$ cat config.mk
export PLATFORM = sky130hd
export DESIGN_NAME = integral_scan_controller
export DESIGN_NICKNAME = d
export VERILOG_FILES = /design/src/rtl/integral_scan_controller.sv
export SDC_FILE = /design/constraint.sdc
export NUM_CORES = 1
export LEC_CHECK = 0
export CORE_MARGIN = 2
export CORE_UTILIZATION = 48
export DETAILED_ROUTE_END_ITERATION = 10
export PLACE_DENSITY = 0.84
export REMOVE_ABC_BUFFERS = 1
export SETUP_SLACK_MARGIN = 0.5
export SLEW_MARGIN = 10
export SYNTH_ARGS = -nofsm -noshare
export SYNTH_HDL_FRONTEND = slang
export SYNTH_SLANG_ARGS = --single-unit
$ cat constraint.sdc
create_clock -name clk -period 2.25 [get_ports clk]
set_input_delay 0.45 -clock clk [delete_from_list [all_inputs] [get_ports clk]]
set_output_delay 0.45 -clock clk [all_outputs]
set_load 0.05 [all_outputs]
$ cat src/rtl/integral_scan_controller.sv
// Integral-image scan controller: flushes the line-buffer memory, streams
// camera pixels into it, and hands each complete integral window to the
// classifier, waiting for its acknowledge before accepting more pixels.
module integral_scan_controller #(
    parameter int DATA_WIDTH_12       = 12,
    parameter int INTEGRAL_WIDTH      = 3,
    parameter int INTEGRAL_HEIGHT     = 3,
    parameter int FRAME_CAMERA_WIDTH  = 10,
    parameter int FRAME_CAMERA_HEIGHT = 10
) (
    input  logic                     clk,
    input  logic                     reset,
    input  logic                     start,
    input  logic                     pix_valid,
    input  logic [DATA_WIDTH_12-1:0] pix_data,
    output logic                     pix_ready,
    output logic                     mem_reset,
    output logic                     mem_wen,
    output logic [DATA_WIDTH_12-1:0] mem_pixel,
    output logic                     win_valid,
    output logic [DATA_WIDTH_12-1:0] win_x,
    output logic [DATA_WIDTH_12-1:0] win_y,
    input  logic                     win_ack,
    output logic                     busy,
    output logic                     frame_done
);
    localparam int DW = DATA_WIDTH_12;

    localparam logic [2:0] S_IDLE     = 3'd0;
    localparam logic [2:0] S_FLUSH    = 3'd1;
    localparam logic [2:0] S_STREAM   = 3'd2;
    localparam logic [2:0] S_SETTLE   = 3'd3;
    localparam logic [2:0] S_WAIT_ACK = 3'd4;
    localparam logic [2:0] S_DONE     = 3'd5;

    localparam logic [DW-1:0] X_LAST = DW'(FRAME_CAMERA_WIDTH - 1);
    localparam logic [DW-1:0] Y_LAST = DW'(FRAME_CAMERA_HEIGHT - 1);
    localparam logic [DW-1:0] X_MIN  = DW'(INTEGRAL_WIDTH - 1);
    localparam logic [DW-1:0] Y_MIN  = DW'(INTEGRAL_HEIGHT - 1);
    localparam logic [DW-1:0] ONE    = DW'(1);
    localparam logic [DW-1:0] ZERO   = DW'(0);

    logic [2:0]    r_state;
    logic [2:0]    w_state_nx;
    logic [DW-1:0] r_x;
    logic [DW-1:0] r_y;
    logic          r_last_corner;
    logic          r_mem_wen;
    logic [DW-1:0] r_mem_pixel;
    logic          r_win_valid;
    logic [DW-1:0] r_win_x;
    logic [DW-1:0] r_win_y;
    logic          w_accept;
    logic          w_corner;
    logic          w_last;

    assign w_accept = pix_valid && (r_state == S_STREAM);
    assign w_corner = (r_x >= X_MIN) && (r_y >= Y_MIN);
    assign w_last   = (r_x == X_LAST) && (r_y == Y_LAST);

    // Next-state selection for the frame sequencer.
    always_comb begin
        w_state_nx = r_state;
        case (r_state)
            S_IDLE: begin
                if (start) begin
                    w_state_nx = S_FLUSH;
                end else begin
                    w_state_nx = S_IDLE;
                end
            end
            S_FLUSH:  w_state_nx = S_STREAM;
            S_STREAM: begin
                if (w_accept && w_corner) begin
                    w_state_nx = S_SETTLE;
                end else begin
                    w_state_nx = S_STREAM;
                end
            end
            S_SETTLE: w_state_nx = S_WAIT_ACK;
            S_WAIT_ACK: begin
                if (win_ack) begin
                    w_state_nx = r_last_corner ? S_DONE : S_STREAM;
                end else begin
                    w_state_nx = S_WAIT_ACK;
                end
            end
            S_DONE:   w_state_nx = S_IDLE;
            default:  w_state_nx = S_IDLE;
        endcase
    end

    // State register.
    always_ff @(posedge clk or negedge reset) begin
        if (!reset) begin
            r_state <= S_IDLE;
        end else begin
            r_state <= w_state_nx;
        end
    end

    // Pixel coordinate counters: raster order, y saturates on the last row.
    always_ff @(posedge clk or negedge reset) begin
        if (!reset) begin
            r_x <= ZERO;
            r_y <= ZERO;
        end else if (r_state == S_FLUSH) begin
            r_x <= ZERO;
            r_y <= ZERO;
        end else if (w_accept) begin
            if (r_x == X_LAST) begin
                r_x <= ZERO;
                r_y <= (r_y == Y_LAST) ? r_y : (r_y + ONE);
            end else begin
                r_x <= r_x + ONE;
                r_y <= r_y;
            end
        end else begin
            r_x <= r_x;
            r_y <= r_y;
        end
    end

    // Memory write port: accepted pixel appears one cycle after the handshake.
    always_ff @(posedge clk or negedge reset) begin
        if (!reset) begin
            r_mem_wen   <= 1'b0;
            r_mem_pixel <= ZERO;
        end else begin
            r_mem_wen   <= w_accept;
            r_mem_pixel <= w_accept ? pix_data : r_mem_pixel;
        end
    end

    // Window coordinates latched from the corner pixel; held through WAIT_ACK.
    always_ff @(posedge clk or negedge reset) begin
        if (!reset) begin
            r_win_x       <= ZERO;
            r_win_y       <= ZERO;
            r_last_corner <= 1'b0;
        end else if (w_accept && w_corner) begin
            r_win_x       <= r_x - X_MIN;
            r_win_y       <= r_y - Y_MIN;
            r_last_corner <= w_last;
        end else begin
            r_win_x       <= r_win_x;
            r_win_y       <= r_win_y;
            r_last_corner <= r_last_corner;
        end
    end

    // Window-valid flag mirrors residence in WAIT_ACK as a flop.
    always_ff @(posedge clk or negedge reset) begin
        if (!reset) begin
            r_win_valid <= 1'b0;
        end else begin
            r_win_valid <= (w_state_nx == S_WAIT_ACK);
        end
    end

    assign pix_ready  = (r_state == S_STREAM);
    assign mem_reset  = (r_state == S_FLUSH);
    assign busy       = (r_state != S_IDLE);
    assign frame_done = (r_state == S_DONE);
    assign mem_wen    = r_mem_wen;
    assign mem_pixel  = r_mem_pixel;
    assign win_valid  = r_win_valid;
    assign win_x      = r_win_x;
    assign win_y      = r_win_y;

endmodule
# Word level (Yosys, flattened, before mapping)
# Index checks and enable logic that the tools add are counted.
[word_totals]
register_bits = 66
inputBits = 17
wordCells = 45
[op_classes]
n_addsub = 4
order_cmp = 2
n_eq_ne = 9
muxes = 12
reduce_logical = 9
[op_table]
columns = ["cell", "count"]
rows = [
  ["12-bit two-way mux", 7],
  ["12-bit by 1-bit adder with 12-bit output, second input constant", 2],
  ["12-bit by 4-bit == test with 1-bit output, second input constant", 2],
  ["12-bit by 2-bit greater-or-equal comparator with 1-bit output, second input constant", 2],
  ["12-bit by 2-bit subtractor with 12-bit output, second input constant", 2],
  ["3-bit one-hot mux with 5 select lines", 1],
  ["3-bit == test, second input constant", 3],
  ["3-bit by 2-bit == test with 1-bit output, second input constant", 2],
  ["3-bit two-way mux", 2],
  ["1-bit logical AND", 4],
  ["2-bit nonzero test", 2],
  ["3-bit by 1-bit == test with 1-bit output, second input constant", 1],
  ["3-bit zero test", 1],
  ["3-bit AND reduction", 1],
  ["3-bit nonzero test", 1],
  ["1-bit two-way mux", 2],
  ["2-bit != test, second input constant", 1],
]

# Longest topological paths before layout
# Gate-level depths: netlist (run 1).
[logic_depth]
word_depth = 6
depth_mapped = 9
ltp_nobuf = 6

# Worst setup path before layout (run 1)
# OpenSTA, ideal clock, no wires.
[synth_timing]
path_type = "reg2out"
from = "register r_state[1]"
to = "output port pix_ready"
arrival_time_ps = 1755
required_time_ps = 1800
path_slack_ps = 45
path_stages_with_launch = 3
n_path_buf = 1
path_cell_list = "dfrtp_1 > clkbuf_1 > nor3b_1"
[synth_via]
elab_chain_len = 1
[synth_lines]
columns = ["element", "line", "text"]
rows = [
  ["from (decl)", "43", "logic [2:0] r_state;"],
  ["from (signal assigned)", "98", "r_state <= w_state_nx;"],
  ["3-bit by 2-bit == test with 1-bit output", "161", "assign pix_ready = (r_state == S_STREAM);"],
  ["to (decl)", "16", "output logic pix_ready,"],
]
# Every way passes these cells.

# Final worst setup path (run 1)
[layout_timing]
from = "register r_state[0]"
to = "register r_x[10]"
[layout_via]
elab_chain_len = 3
[layout_lines]
columns = ["element", "line", "text"]
rows = [
  ["3-bit by 2-bit == test with 1-bit output", "57", "assign w_accept = pix_valid && (r_state == S_STREAM);"],
  ["1-bit logical AND", "57", ""],
  ["2-bit nonzero test (no source line)", "-", ""],
  ["to (signal assigned)", "115", "r_x <= r_x + ONE;"],
  ["to (signal assigned)", "119", "r_x <= r_x;"],
  ["to (decl)", "45", "logic [DW-1:0] r_x;"],
]
# Parallel ways exist; a longest one is shown, timed or not.
# A chain may end at the register's enable or synchronous reset.

==> metrics, run 1 <==
Sequential Power Share 0.290; vias in the first global route 2969; post-route clock period utilization 0.911; worst-path fanout max 4; CTS Buf Count 9; GP Congestion between 0.9 and 1; initial DRC count roughly 240; antenna cell count 0; drt drc 0; CTS Root Cell clkbuf_8; Setup Skew about 17 ps; EDFF count, synth 0; Slew @ Worst Pin between 500 and 600 ps; CP required around 2500 ps; switching share of power 0.397; Gate Count Post-Synth ~350; RSZ-0062 raised after global routing true; CTS max path bufs 2; most common cell after layout, fill and taps aside dfrtp_1; post-route cell area about 5300 um^2; total power between 0.005 and 0.006 W; post-route ant nets 0; # hold bufs at CTS 0; PD cells about 990 nW/um^2; area of the die around 8100 um^2; Lkg Pwr approximately 2.7 nW; Seq/Total Area, Yosys 0.463; Critical Path AT around 2300 ps; maxcap violations 0; Fin. Hold Viols 0; switching power total 0.00209 W; source of the critical timing path r_state[0]$_DFF_PN0_; Vias per Instance 5.76; Synth area leaders dfrtp_1, mux2_4, nand2_1; final setup violation count 0; max_slew headroom 0.651; gr ovfl total 0; first-pass GRT wire length 14.6 mm; Initial Util 0.495; peak supply drop 0.478 mV; drt first pass iters 4; r2r startpoint r_state[0]$_DFF_PN0_; CTS tree yes; CP Launch Type flop; maximum clock frequency around 0.49 GHz; Die Wd ~90 um; Synth top area share 0.463; synthesized area about 3600 um^2; Clock transition at path regs ~90 ps; final worst slack 200 ps; IO Port Bufs 58; worst slack at placement -81.9 ps; Slew Viols, Final 0; Setup crit end kind flop; DP Area 4370 um^2; Final #Nets approximately 490; DP HPWL approximately 5.4 mm; initial antenna violation count 0; largest net degree at the start of global routing 67; status complete, no violations; Tmin final 2050 ps; Core Region approximately 7000 um^2; DR WL/cell 19.5 um; WS Path Type flop to flop; routed wire length ~11 mm; IO Pins 59; Clock Power Share 0.260; Ys Warns 0; CTS sink count 66; leading area contributor after synthesis dfrtp_1; gr usage total 0.225; worst hold path class primary input to asynchronous set/reset pin; Avg Cell Area, Syn just over 10 um^2; Combinational Power Share 0.450; register bit total from synthesis between 60 and 70; row cnt 31; Clock Latency Late Sink 360 ps; Top FF cell, synth dfrtp_1; Area Overhead vs Synth 48.7%; share of cells above drive strength 1 0.344; Synth async-reset ratio 1.00; Vias around 3300; internal power between 0.003 and 0.004 W; Die H ~90 um; most frequent cells in the layout dfrtp_1, nand2_1, buf_4, dlygate4sd2_1, buf_6; distinct cell type count after synthesis 50; Clock H-tree levels 3
[critical path, stage by stage, from the launching register on]
cell	delay [ps]
dfrtp_1	410
buf_6	140
buf_6	110
nand3b_1	230
buf_4	190
a2111oi_2	320
buf_4	190
nand3_1	110
mux2i_1	240
[layer usage]
layer	share of wire	vias to the layer above	routed length, um	GRT usage
li1	-	1455	-	-
met1	0.38	1623	4220	0.277
met2	0.53	146	5850	0.386
met3	0.060	27	659	0.0520
met4	0.025	0	276	0.0833
met5	0	-	0	0
[cells in the mapped netlist, types with 5 or more instances]
cell	number
nand3_1	12
a21oi_1	14
inv_1	14
mux2_2	7
nand2_1	59
dfrtp_1	66
xnor2_1	11
nand4_1	7
nor2_1	15
mux2i_1	5
nand2b_1	5
ha_1	10
or3_1	6
or4_1	10
mux2_4	16
o21ai_0	10
xor2_1	8
clkbuf_1	14
nor4_1	6
o211ai_1	6
and3_1	6
[power by group through the flow]
stage	logic [W]	clock network, W	registers [W]
CTS	0.00200	0.00137	0.00149
global route	0.00252	0.00145	0.00154
floorplan	0.000801	0	0.00192
global placement	0.00181	0	0.00151
finish	0.00237	0.00137	0.00152
detailed placement	0.00185	0	0.00152
[layout make-up]
cell class                 count  area [um^2]
tap                           99          124
clock inverter                 6          136
inverter                      15         60.1
timing repair buffer         119         1150
multi-input combinational    249         2040
sequential                    66         1660
clock buffer                  10          138
fill                         476         1910
[sequential cells by signal, summed over array words and instances (netlist names)]
name           count
r_state            3
win_valid          1
mem_wen            1
r_x               12
r_y               12
win_y             12
win_x             12
r_last_corner      1
mem_pixel         12
[worst paths after layout]
path | to | slack, ps | depth (start not counted)
setup reg to reg | r_x[10]$_DFFE_PN0P_ | 200 | 8
hold reg to reg | mem_pixel[3]$_DFFE_PN0P_ | 470 | 2
min in group clk | mem_pixel[3]$_DFFE_PN0P_ | 470 | 2
setup / recovery | r_x[10]$_DFFE_PN0P_ | 200 | 8
hold / removal | win_y[9]$_DFFE_PN0N_ | 110 | 2
max in group asynchronous | r_x[2]$_DFFE_PN0P_ | 1850 | 2
[logic make-up (layout without fill, tap and decap cells)]
group,after synthesis,count (layout),synth area share
DFF,66,66,0.463
muxes,28,28,0.103
and+or+nand+nor,148,148,0.221
adders and majority gates,10,10,0.0351
AOI/OAI and AO/OA,43,44,0.0807
buffers and inverters,40,150,0.0508
xor gates and xnor gates,19,19,0.0466
[repair_timing]
action	4_1_cts	5_1_grt
setup buffers	16	15
setup endpoints to repair	89	55
resized for setup	74	63
pin swaps	23	19
gates cloned	1	4
[per-stage QoR]
stage / hold slack [ps] / setup TNS, ps / utilization / instances
after floorplan: 154 / -21080 / - / 329
after global placement: 457 / 0 / 0.605 / 512
after detailed placement: 466 / -917 / 0.605 / 512
after CTS: 116 / 0 / 0.673 / 545
after global routing: 121 / 0 / 0.736 / 564
final: 105 / 0 / 0.736 / 564
(Power assumes the default switching activity.)
==> inputs of run 2 (changes only) <==
--- a/config.mk
+++ b/config.mk
@@ -9,7 +9,6 @@
 export CORE_UTILIZATION = 48
 export DETAILED_ROUTE_END_ITERATION = 10
 export PLACE_DENSITY = 0.84
-export REMOVE_ABC_BUFFERS = 1
 export SETUP_SLACK_MARGIN = 0.5
 export SLEW_MARGIN = 10
 export SYNTH_ARGS = -nofsm -noshare
==> constraint.sdc (replaced) <==
create_clock -name clk -period 2.25 [get_ports clk]
set_input_delay 0.45 -clock clk [delete_from_list [all_inputs] [get_ports clk]]
set_output_delay 0.45 -clock clk [all_outputs]
set_load 0.02 [all_outputs]
==> metrics, run 2 (synthesis results as in run 1) <==
status complete, no violations; post-route clock period utilization 0.896 (-0.0148); Die H 90.2 um (unchanged); RSZ-0062 raised after global routing true; Lkg Pwr 2.67 nW (+0.33%); initial DRC count 393 (+66%); final core occ 0.729 (-0.00676); GP Congestion 0.859 (-4.7%); final setup violation count 0 (unchanged); worst hold path class primary input to asynchronous set/reset pin; area taken by multi-input logic gates 2040 um^2 (+0.12%); drt first pass iters 5 (+1); source of the critical timing path r_x[1]$_DFFE_PN0P_; antenna cell count 0 (unchanged); gr usage total 0.220 (-0.00492); # hold bufs at CTS 0 (unchanged); max_slew headroom 0.745 (+0.0934); CTS tree yes; most common cell after layout, fill and taps aside nand2_1; gr ovfl total 0 (unchanged); CTS max path bufs 2 (unchanged); flip-flop and latch area 1660 um^2 (+0.45%); CTS Root Cell clkbuf_8; DR WL/cell 19.6 um (+0.18%); worst-case reg-to-reg path depth 7 (-1); Clock transition at path regs 80 ps (about the same); first-pass GRT wire length 14.4 mm (-1.4%); area of the die 8140 um^2 (unchanged); share of cells above drive strength 1 0.349 (+0.00505); post-route ant nets 0 (unchanged); maximum clock frequency 0.496 GHz (+1.6%); fill count 468 (-1.7%); Clock H-tree levels 3 (unchanged); row cnt 31 (unchanged); peak supply drop 0.626 mV (+31%); r2r endpoint win_y[8]$_DFFE_PN0N_; WS Path Type flop to flop; Vias per Instance 5.98 (+3.7%); routed wire length 11.0 mm (unchanged); drt drc 0 (unchanged); Tmin final 2020 ps (-33.2 ps); Slew Viols, Final 0 (unchanged); Setup Skew 10.4 ps (-7.00 ps); CTS sink count 66 (unchanged); largest net degree at the start of global routing 67 (unchanged); synthesized net count ~380; CP required 2480 ps (-40 ps); Die Wd 90.2 um (unchanged); worst-path fanout max 5 (+1); maxcap violations 0 (unchanged); DP HPWL 5.84 mm (+7.7%); Initial Util 0.495 (unchanged); Clock Latency Late Sink 350 ps (about the same); r2r startpoint r_x[1]$_DFFE_PN0P_; vias in the first global route 3007 (+1.3%); initial antenna violation count 0 (unchanged); Setup crit end kind flop; most frequent cells in the layout nand2_1, dfrtp_1, buf_4, dlygate4sd2_1, mux2_4; Fin. Hold Viols 0 (unchanged); Area Overhead vs Synth 47.4%; Slew @ Worst Pin 383 ps (-142 ps); IO Pins 59 (unchanged); Vias 3364 (+3.5%); WHS 109 ps (+4.21 ps); Core Region 7210 um^2 (unchanged); CTS Buf Count 9 (unchanged); IO Port Bufs 58 (unchanged); PD cells 921 nW/um^2 (-7.0%); Critical Path AT 2250 ps (-60 ps); Final #Nets 486 (-0.21%); CP Launch Type flop; setup slack, reg-to-reg 230 ps (+30 ps)
-- run 2: changes by cell type in the layout (fill, tap and decap cells not counted), moves of 3 or more --
| cell | before | now |
|---|---|---|
| buf_6 | 23 | 11 |
| buf_4 | 36 | 43 |
| dfrtp_1 | 62 | 56 |
| dfrtp_2 | 4 | 10 |
| clkdlybuf4s15_1 | 3 | 0 |
| o21ai_0 | 7 | 10 |
-- run 2: critical path, stage by stage, from the launching register on --
cell and delay (ps):
dfrtp_2 460, buf_12 150, nor3_4 190, nand3_2 150
o41ai_4 270, buf_6 210, clkbuf_16 170, mux2_4 300
-- run 2: metal layers --
layer  GRT usage  up-vias  wire, um
li1            -     1450         -
met5           0        -         0
met1       0.290     1659      4500
met3      0.0520       38       704
met4      0.0859        0       395
met2       0.353      217      5410
-- run 2: through the flow --
stage | power [W] | cells | instance area [um^2] | setup TNS, ps | worst slack [ps]
CTS | 0.00443 | 541 | 4760 | 0 | 283
detailed placement | 0.00309 | 514 | 4390 | -3820 | -154
global route | 0.00506 | 563 | 5260 | 0 | 200
floorplan | 0.00244 | 354 | 3600 | 0 | 89.6
finish | 0.00484 | 563 | 5260 | 0 | 234
global placement | 0.00301 | 514 | 4390 | -1400 | -72.7
-- run 2: area by class of cell --
cell class | count | share of cell area
clock inverter | 6 | 0.0217
tap | 99 | 0.0236
inverter | 15 | 0.0112
sequential | 66 | 0.316
timing repair buffer | 118 | 0.212
multi-input combinational | 249 | 0.389
clock buffer | 10 | 0.0262
-- run 2: worst max-delay path by stage --
stage / to / depth (start not counted)
floorplan: win_x[0]$_DFFE_PN0N_ / 6
global placement: win_y[7]$_DFFE_PN0N_ / 6
detailed placement: win_y[9]$_DFFE_PN0N_ / 6
CTS: mem_reset / 4
global route: win_x[6]$_DFFE_PN0N_ / 6
finish: win_y[8]$_DFFE_PN0N_ / 7
-- run 2: repair_timing --
action | CTS | global route
hold endpoints to repair | 0 | 0
setup endpoints to repair | 89 | 54
resized for setup | 79 | 66
buffers inserted | 11 | 16
gates cloned | 0 | 6
pin swaps | 1 | 13
-- run 2: report_power, final --
group | internal [W] | switching (W)
combinational | 0.000927 | 0.00112
sequential | 0.00136 | 0.000171
clock | 0.000768 | 0.000498
total | 0.00306 | 0.00179
==> inputs of run 3 (changes only) <==
--- a/config.mk
+++ b/config.mk
@@ -8,7 +8,7 @@
 export CORE_MARGIN = 2
 export CORE_UTILIZATION = 48
 export DETAILED_ROUTE_END_ITERATION = 10
-export PLACE_DENSITY = 0.84
+export PLACE_DENSITY = 0.76
 export SETUP_SLACK_MARGIN = 0.5
 export SLEW_MARGIN = 10
 export SYNTH_ARGS = -nofsm -noshare
==> metrics, run 3 (synthesis results as in run 1) <==
IO Pins 59 (unchanged); most frequent cells in the layout dfrtp_1, nand2_1, buf_4, dlygate4sd2_1, mux2_4; Slew @ Worst Pin 368 ps (-14.6 ps); setup slack, reg-to-reg 300 ps (+70 ps); DP HPWL 5.52 mm (-5.5%); most common cell after layout, fill and taps aside dfrtp_1; area of the die 8140 um^2 (unchanged); share of cells above drive strength 1 0.320 (-0.0290); maxcap violations 0 (unchanged); CTS Root Cell clkbuf_8; RSZ-0062 raised after global routing true; worst hold path class primary input to asynchronous set/reset pin; Area Overhead vs Synth 39.7%; worst slack at placement -125 ps (+28.7 ps); CTS sink count 66 (unchanged); antenna cell count 0 (unchanged); Fin. Hold Viols 0 (unchanged); setup TNS after final layout 0 ps (unchanged); Setup Skew 7.15 ps (-3.28 ps); Lkg Pwr 2.55 nW (-4.4%); synthesized net count 381 (unchanged); Final #Nets 479 (-1.4%); Vias 3037 (-9.7%); post-route ant nets 0 (unchanged); post-route clock period utilization 0.865 (-0.0310); final worst slack 303 ps (+69.6 ps); Critical Path AT 2180 ps (-70 ps); CP required 2480 ps (about the same); status complete, no violations; drt drc 0 (unchanged); Clock H-tree levels 3 (unchanged); IO Port Bufs 58 (unchanged); first-pass GRT wire length 14.2 mm (-1.8%); routed wire length 9.05 mm (-18%); row cnt 31 (unchanged); DR WL/cell 16.3 um (-17%); gr ovfl total 0 (unchanged); largest net degree at the start of global routing 67 (unchanged); PD cells 890 nW/um^2 (-3.3%); GP Congestion 0.843 (-1.8%); worst-path fanout max 22 (+17); slowest stage delay, CP 410 ps (-50 ps); slowest CP cell dfrtp_1; Core Region 7210 um^2 (unchanged); max_slew headroom 0.754 (+0.00927); Clock Latency Late Sink 350 ps (about the same); Vias per Instance 5.47 (-8.4%); CP Launch Type flop; CTS Buf Count 9 (unchanged); peak supply drop 0.484 mV (-23%); Die H 90.2 um (unchanged); final core occ 0.691 (-0.0382); WS Path Type flop to flop; worst path cell trace nor4_4 > nand3_2 > o41ai_4 > buf_12 > mux2_2; vias in the first global route 2901 (-3.5%); Initial Util 0.495 (unchanged); CTS tree yes; initial antenna violation count 0 (unchanged); Slew Viols, Final 0 (unchanged); Setup crit end kind flop; Clock transition at path regs 70 ps (about the same); final setup violation count 0 (unchanged); drt first pass iters 4 (-1); initial DRC count 140 (-64%); Tmin final 1950 ps (-69.6 ps); maximum clock frequency 0.514 GHz (+3.6%); Die Wd 90.2 um (unchanged); CTS max path bufs 2 (unchanged); gr usage total 0.214 (-0.00550)
run 3: power by group:
part           switching (W)  internal [W]  total (W)
sequential          0.000160       0.00136    0.00152
clock               0.000454      0.000533   0.000987
combinational        0.00102      0.000906    0.00193
run 3: worst max-delay path: cells and delay by family, from the launching register on:
family | cells | cell delay, ps
AND/OR/NAND/NOR | 2 | 500
multiplexers | 1 | 360
AO/OA/AOI/OAI | 1 | 310
flip-flops | 1 | 410
buffers and inverters | 1 | 250
run 3: timing repair:
item                                    4_1_cts  5_1_grt
gates resized for setup                      78       47
hold buffers                                  0        0
hold endpoints to repair                      0        0
buffers inserted                             13       13
endpoints found under the setup margin       88       57
pin swaps                                     3       16
gates cloned                                  0        1
run 3: area by class of cell:
cell class	instances	area, um^2
Sequential cell	66	1660
Timing Repair Buffer	111	986
Fill cell	560	2230
Tap cell	99	124
Inverter	15	58.8
Clock inverter	3	40.0
Clock buffer	12	145
Multi-Input combinational cell	249	1970
run 3: per-layer routing:
metal | vias to the layer above | track usage | share of wire
met1 | 1507 | 0.283 | 0.43
met5 | - | 0 | 0
met2 | 86 | 0.353 | 0.51
met3 | 16 | 0.0386 | 0.046
met4 | 0 | 0.0833 | 0.017
li1 | 1428 | - | -
run 3: path summary, 6_finish.rpt:
path | start | to | cells past startpoint
worst max register to register | r_x[4]$_DFFE_PN0P_ | win_y[11]$_DFFE_PN0N_ | 5
worst max-delay path | r_x[4]$_DFFE_PN0P_ | win_y[11]$_DFFE_PN0N_ | 5
min in group clk | mem_pixel[5]$_DFFE_PN0P_ | mem_pixel[5]$_DFFE_PN0P_ | 2
worst min register to register | mem_pixel[5]$_DFFE_PN0P_ | mem_pixel[5]$_DFFE_PN0P_ | 2
max in group asynchronous | reset | r_x[3]$_DFFE_PN0P_ | 2
worst min-delay path | reset | win_y[5]$_DFFE_PN0N_ | 2
run 3: through the flow:
step | hold WS [ps] | area [um^2] | cells | total power (W)
floorplan | 154 | 3600 | 354 | 0.00244
global placement | 459 | 4380 | 513 | 0.00300
detailed placement | 466 | 4380 | 513 | 0.00306
CTS | 130 | 4700 | 541 | 0.00411
global route | 148 | 4980 | 555 | 0.00466
finish | 109 | 4980 | 555 | 0.00444
